File: src/rtl/pipe_pkg.sv
// Shared types and constants for the MIPS pipeline stall/flush sequencer.
// Holds the sequencer state encoding, stage-enable bundle and a few ISA opcodes.
package pipe_pkg;

    typedef enum logic [2:0] {
        ST_RUN      = 3'd0,
        ST_MEM_WAIT = 3'd1,
        ST_MDU_WAIT = 3'd2,
        ST_DRAIN    = 3'd3,
        ST_HALTED   = 3'd4
    } seqState_t;

    // Bit order of the packed struct matches {F, D, E, M, W}.
    typedef struct packed {
        logic f;
        logic d;
        logic e;
        logic m;
        logic w;
    } stageEn_t;

    localparam stageEn_t EN_ALL     = '{f: 1'b1, d: 1'b1, e: 1'b1, m: 1'b1, w: 1'b1};
    localparam stageEn_t EN_NONE    = '{f: 1'b0, d: 1'b0, e: 1'b0, m: 1'b0, w: 1'b0};
    localparam stageEn_t EN_MEMHOLD = '{f: 1'b0, d: 1'b0, e: 1'b0, m: 1'b0, w: 1'b1};
    localparam stageEn_t EN_MDUHOLD = '{f: 1'b0, d: 1'b0, e: 1'b0, m: 1'b1, w: 1'b1};

    localparam int DRAIN_CYCLES_DEF = 4;

    localparam logic [5:0] OP_RTYPE = 6'h00;
    localparam logic [5:0] OP_J     = 6'h02;
    localparam logic [5:0] OP_BEQ   = 6'h04;
    localparam logic [5:0] OP_LW    = 6'h23;
    localparam logic [5:0] OP_SW    = 6'h2b;
    localparam logic [5:0] FN_MULT  = 6'h18;
    localparam logic [5:0] FN_DIV   = 6'h1a;

endpackage

File: src/rtl/stall_perf_counter.sv
// Saturating up-counter used to count pipeline stall cycles.
module stall_perf_counter #(
    parameter int W = 32
) (
    input  logic         clk,
    input  logic         rst_n,
    input  logic         inc,
    output logic [W-1:0] count
);

    always_ff @(posedge clk or negedge rst_n) begin
        if (!rst_n) begin
            count <= '0;
        end else if (inc && (count != '1)) begin
            count <= count + 1'b1;
        end
    end

endmodule

File: src/rtl/pipe_stall_sequencer.sv
// Merges hazard-unit requests with memory wait, MDU busy and halt into per-stage
// enable/flush strobes; owns the halt drain sequence and the stall-cycle counter.
module pipe_stall_sequencer
    import pipe_pkg::*;
#(
    parameter int DRAIN_CYCLES = DRAIN_CYCLES_DEF,
    parameter int CNT_W        = 32,
    parameter int MDU_MAX      = 64
) (
    input  logic             clk,
    input  logic             rst_n,
    input  logic             load_use_D,
    input  logic             redirect_D,
    input  logic             mdu_start_E,
    input  logic             mdu_done,
    input  logic             dmem_wait,
    input  logic             halt_req,
    output logic             en_F,
    output logic             en_D,
    output logic             en_E,
    output logic             en_M,
    output logic             en_W,
    output logic             flush_D,
    output logic             flush_E,
    output logic             halted,
    output logic             mdu_timeout,
    output logic [CNT_W-1:0] stall_count,
    output logic [2:0]       dbgState
);

    localparam int DW = $clog2(DRAIN_CYCLES + 1);
    localparam int MW = $clog2(MDU_MAX + 1);

    seqState_t state, stateNext;
    logic [DW-1:0] drainCnt, drainNext;
    logic [MW-1:0] mduCnt, mduCntNext;
    logic mduActive, mduActiveNext;
    logic donePending, pendingNext;
    logic timeoutQ, timeoutSet;
    logic doRun;
    stageEn_t en;

    always_ff @(posedge clk or negedge rst_n) begin
        if (!rst_n) begin
            state       <= ST_RUN;
            drainCnt    <= '0;
            mduCnt      <= '0;
            mduActive   <= 1'b0;
            donePending <= 1'b0;
            timeoutQ    <= 1'b0;
        end else begin
            state       <= stateNext;
            drainCnt    <= drainNext;
            mduCnt      <= mduCntNext;
            mduActive   <= mduActiveNext;
            donePending <= pendingNext;
            timeoutQ    <= timeoutQ | timeoutSet;
        end
    end

    always_comb begin
        en            = EN_ALL;
        flush_D       = 1'b0;
        flush_E       = 1'b0;
        halted        = 1'b0;
        stateNext     = state;
        drainNext     = drainCnt;
        mduCntNext    = mduCnt;
        mduActiveNext = mduActive;
        pendingNext   = donePending;
        timeoutSet    = 1'b0;
        doRun         = 1'b0;

        // Busy time keeps accruing while a memory wait interrupts the MDU.
        if (mduActive && (mduCnt != MW'(MDU_MAX))) begin
            mduCntNext = mduCnt + 1'b1;
        end

        case (state)
            ST_RUN: doRun = 1'b1;
            ST_MEM_WAIT: begin
                if (dmem_wait) begin
                    en = EN_MEMHOLD;
                    if (mduActive && mdu_done) pendingNext = 1'b1;
                end else if (mduActive && !donePending) begin
                    en      = EN_MDUHOLD;
                    flush_E = 1'b1;
                    if (mdu_done) begin
                        stateNext     = ST_RUN;
                        mduActiveNext = 1'b0;
                    end else begin
                        stateNext = ST_MDU_WAIT;
                    end
                end else begin
                    doRun         = 1'b1;
                    mduActiveNext = 1'b0;
                    pendingNext   = 1'b0;
                end
            end
            ST_MDU_WAIT: begin
                en      = EN_MDUHOLD;
                flush_E = (mduCnt != '0);
                if (dmem_wait) begin
                    en          = EN_MEMHOLD;
                    flush_E     = 1'b0;
                    stateNext   = ST_MEM_WAIT;
                    pendingNext = mdu_done;
                end else if (mdu_done) begin
                    stateNext     = ST_RUN;
                    mduActiveNext = 1'b0;
                end else if (mduCnt >= MW'(MDU_MAX)) begin
                    timeoutSet    = 1'b1;
                    stateNext     = ST_RUN;
                    mduActiveNext = 1'b0;
                end
            end
            ST_DRAIN: begin
                if (dmem_wait) begin
                    en = EN_MEMHOLD;
                end else begin
                    en.f    = 1'b0;
                    flush_D = 1'b1;
                    if (drainCnt == '0) stateNext = ST_HALTED;
                    else drainNext = drainCnt - 1'b1;
                end
            end
            ST_HALTED: begin
                en     = EN_NONE;
                halted = 1'b1;
            end
            default: stateNext = ST_RUN;
        endcase

        // RUN priority chain, also reused on the cycle a memory wait releases.
        if (doRun) begin
            stateNext = ST_RUN;
            if (dmem_wait) begin
                en        = EN_MEMHOLD;
                stateNext = ST_MEM_WAIT;
            end else if (mdu_start_E) begin
                en            = EN_MDUHOLD;
                stateNext     = ST_MDU_WAIT;
                mduActiveNext = 1'b1;
                mduCntNext    = '0;
                pendingNext   = 1'b0;
            end else if (load_use_D) begin
                en.f    = 1'b0;
                en.d    = 1'b0;
                flush_E = 1'b1;
            end else if (redirect_D) begin
                flush_D = 1'b1;
            end else if (halt_req) begin
                en.f      = 1'b0;
                flush_D   = 1'b1;
                drainNext = DW'(DRAIN_CYCLES - 1);
                stateNext = ST_DRAIN;
            end
        end
    end

    assign en_F        = en.f;
    assign en_D        = en.d;
    assign en_E        = en.e;
    assign en_M        = en.m;
    assign en_W        = en.w;
    assign mdu_timeout = timeoutQ;
    assign dbgState    = state;

    stall_perf_counter #(.W(CNT_W)) uStallCnt (
        .clk   (clk),
        .rst_n (rst_n),
        .inc   (!en.f && (state != ST_HALTED)),
        .count (stall_count)
    );

endmodule

File: config.mk
export PLATFORM = sky130hd
export DESIGN_NAME = pipe_stall_sequencer
export DESIGN_NICKNAME = d
export VERILOG_FILES = /design/src/rtl/pipe_pkg.sv /design/src/rtl/stall_perf_counter.sv /design/src/rtl/pipe_stall_sequencer.sv
export SDC_FILE = /design/constraint.sdc
export NUM_CORES = 1
export LEC_CHECK = 0
export BUFFER_PORTS_ARGS = -buffer_cell sky130_fd_sc_hd__buf_2
export CAP_MARGIN = 40
export CORE_UTILIZATION = 40
export DETAILED_ROUTE_END_ITERATION = 6
export HOLD_SLACK_MARGIN = 0.06
export PLACE_DENSITY = 0.62
export SETUP_SLACK_MARGIN = 0.05
export SLEW_MARGIN = 20
export SYNTH_ARGS = -nofsm -noshare
export SYNTH_HDL_FRONTEND = slang
export SYNTH_SLANG_ARGS = --single-unit
File: constraint.sdc
create_clock -name clk -period 3.77 [get_ports clk]
set_input_delay 0 -clock clk [delete_from_list [all_inputs] [get_ports clk]]
set_output_delay 0 -clock clk [all_outputs]
set_load 0.01 [all_outputs]
==> flow_summary.yaml <==
status:
  run_status: "completed"
route:
  drt-pass1-iter-count: 4
  detail_route.iter0.violations: 94
  detail_route.wirelength_um: 5923
  route.vias.total: 2266
  route.detailed.vias_per_inst: 5.245
  average_wire_per_standard_cell_um: 13.71
  antenna_violating_nets_post_route: 0
  detail_route.drc_violations: 0
worst_setup_path:
  critical_path.startpoint_type: "register"
  timing.critical_path.depth: 6
  worst_reg_to_reg_cells: 5
  cp_slowest_stage_delay_ns: 0.47
  critical_path.endpoint_type: "primary output"
  critPathRequiredTime_ns: 3.77
  critical_path_arrival_ns: 2.15
  crit_chain: "nor2b_1 > o21a_1 > nor3_1 > nand2_1 > a31oi_1 > buf_2"
  crit_fanout: 7
  timing.critical_path.slowest_stage_cell: "nor3_1"
  ff2ff_setup_slack_ns: 1.62
  path_delay_family: "simple AND/OR/NAND/NOR gates"
  worst-path-buf-inv: 1
  r2r_end: "uStallCnt.count[1]"
  critical_path.reg2reg.startpoint: "uStallCnt.count[7]"
  timing.setup.critical_path_class: "register to primary output"
  critPathCapture: "flush_E"
  worstSetupStartpoint: "mduActive"
timing:
  fmax_ghz: 0.4642
  final-setup-viol-count: 0
  skew_ns: 0.003183
  period_utilization: 0.5714
  hold_viol_final: 0
  sum_of_negative_setup_slack_ns: 0
  worst_slack_ns: 1.616
  slew_limit_fails: 0
  grt_setup_unrepaired: "no"
  rel_slew_slack: 0.5643
  worstMarginPinSlew_ns: 0.6535
  finalHoldWorstSlack_ns: 0.07606
  final.min_clock_period_ns: 2.154
floorplan:
  fp.dieArea_mm2: 0.007371
  ioPinCount: 52
  core-area_mm2: 0.006794
  die_boundary_width_um: 85.86
  die_h_um: 85.86
  num_rows: 30
  starting_density_of_the_core: 0.4140
place:
  buffer_ports.inserted: 51
  place_worst_setup_slack_ns: 1.642
  hpwl_um: 4148
  routabilityCongestion: 0.7677
clocking:
  insertion_delay_ns: 0.30
  clockBufferDepth: 2
  clockRootBuffer: "clkbuf_8"
  cts.repair.resized: 0
  cts_tree: "done"
  numCtsBuffers: 5
  htree_num_levels: 2
  clk_pin_slew_worst_paths_ns: 0.08
  cts_sinks: 48
power:
  cell_pwr_density_mw_per_mm2: 550.3
  vdd_ir_drop_max_uv: 196.9
  power_leakage_uw: 0.001584
  total_power_uw: 1792
flow_run:
  max-cap-violations: 0
synthesis:
  syn-instance-count: 285
  synth_cell_types: 57
  synth_ff_type: "dfrtp_1"
  syn_avg_cell_area_um2: 9.869
  synth_warnings: 0
  synth-edff-count: 0
  mappedNetlistNets: 298
  synth.ff_latch_count: 48
  ys_async_rst_share: 1.000
  synth.yosys.seq_area_share: 0.4270
  netlist_area_mm2: 0.002813
global_route:
  grtUsageTotal: 0.1731
  number_of_global_route_vias_before_repair: 2107
  grt_pass1_wl_um: 10180
  antenna_found_initial: 0
  grt_overflow_total: 0
  grt_start_max_net_pins: 49
cells_and_area:
  layout-area-overhead-vs-synth_pct: 15.79
  final_layout_size_suffix_gt1_frac: 0.2411
  layout_common_cells: "51 x buf_2, 48 x dfrtp_1, 22 x nor2_1, 20 x xnor2_1, 18 x nand2_1"
  antennaDiodeCount: 0
  num-nets-final: 349
  final_core_util: 0.4794
  layout.cells.most_common: "buf_2"
  fill_cells: 669
worst_hold_path:
  hold_path_class: "input port to register"
## cells in the mapped netlist, types with 8 or more instances
library cell	n	area share
dfrtp_1	48	0.43
nor2_1	22	0.029
xnor2_1	20	0.062
nand2_1	18	0.024
inv_1	17	0.023
nand3_1	17	0.030
xor2_1	14	0.044
a21oi_1	12	0.021
and3_1	10	0.022
nand4_1	10	0.022
o21ai_0	9	0.016
nor3_1	8	0.014
## state kept, by name (all words and copies together), names as in the netlist
register / cells
dbgState: 3
donePending: 1
mdu_timeout: 1
mduCnt: 7
drainCnt: 3
mduActive: 1
uStallCnt.count: 32
## power by group
part | switching, uW | internal [uW]
clock | 162 | 163
sequential | 159 | 621
combinational | 373 | 315
total | 693 | 1100
## stage by stage
stage | instance area [um^2] | instances
2_1_floorplan | 2813 | 285
3_3_place_gp | 3141 | 423
3_5_place_dp | 3141 | 423
4_1_cts | 3257 | 432
5_1_grt | 3257 | 432
6_report | 3257 | 432
## worst register-to-register path: stages (launching register included)
cell	delay [ns]
dfrtp_1	0.46
nand4_2	0.18
nor4_4	0.62
nand3_2	0.27
nand2_1	0.18
mux2_1	0.32
## worst min-delay path by stage
| stage | start | endpoint | slack, ns | depth (start not counted) |
|---|---|---|---|---|
| floorplan | rst_n | dbgState[0] | -0.30 | 0 |
| global placement | rst_n | uStallCnt.count[0] | 0.14 | 2 |
| detailed placement | rst_n | uStallCnt.count[2] | 0.14 | 2 |
| CTS | load_use_D | drainCnt[0] | 0.07 | 4 |
| global route | load_use_D | drainCnt[0] | 0.09 | 4 |
| finish | load_use_D | drainCnt[0] | 0.08 | 4 |
## logic make-up (layout without fill, tap and decap cells)
kind of cell,Yosys count,in the layout,share of synthesized area
simple gates,117,117,0.2584
fa+ha+maj,5,5,0.02224
mux,6,6,0.02269
flops,48,48,0.4270
compound gates,47,47,0.1188
xor+xnor,34,34,0.1059
buf+inv,28,79,0.04492
## area by class of cell
cell class              count  area (um^2)  share of cell area
flip-flops and latches     48         1201              0.3688
inverters                  17        63.81             0.01959
repair buffers             55        290.3             0.08913
clock buffers               7        96.34             0.02958
multi-input cells         209         1485              0.4560
well taps                  96        120.1             0.03688
## what timing repair did
item,4_1_cts,5_1_grt
hold endpoints to repair,49,0
buffers inserted,0,0
endpoints found under the setup margin,0,0
hold buffers,2,0
## routing by layer
layer,global-route usage,wire (um)
met1,0.2457,2949
met2,0.2676,2686
met4,0.05000,56
met5,0,0
met3,0.03657,230
(Power assumes the default switching activity.)
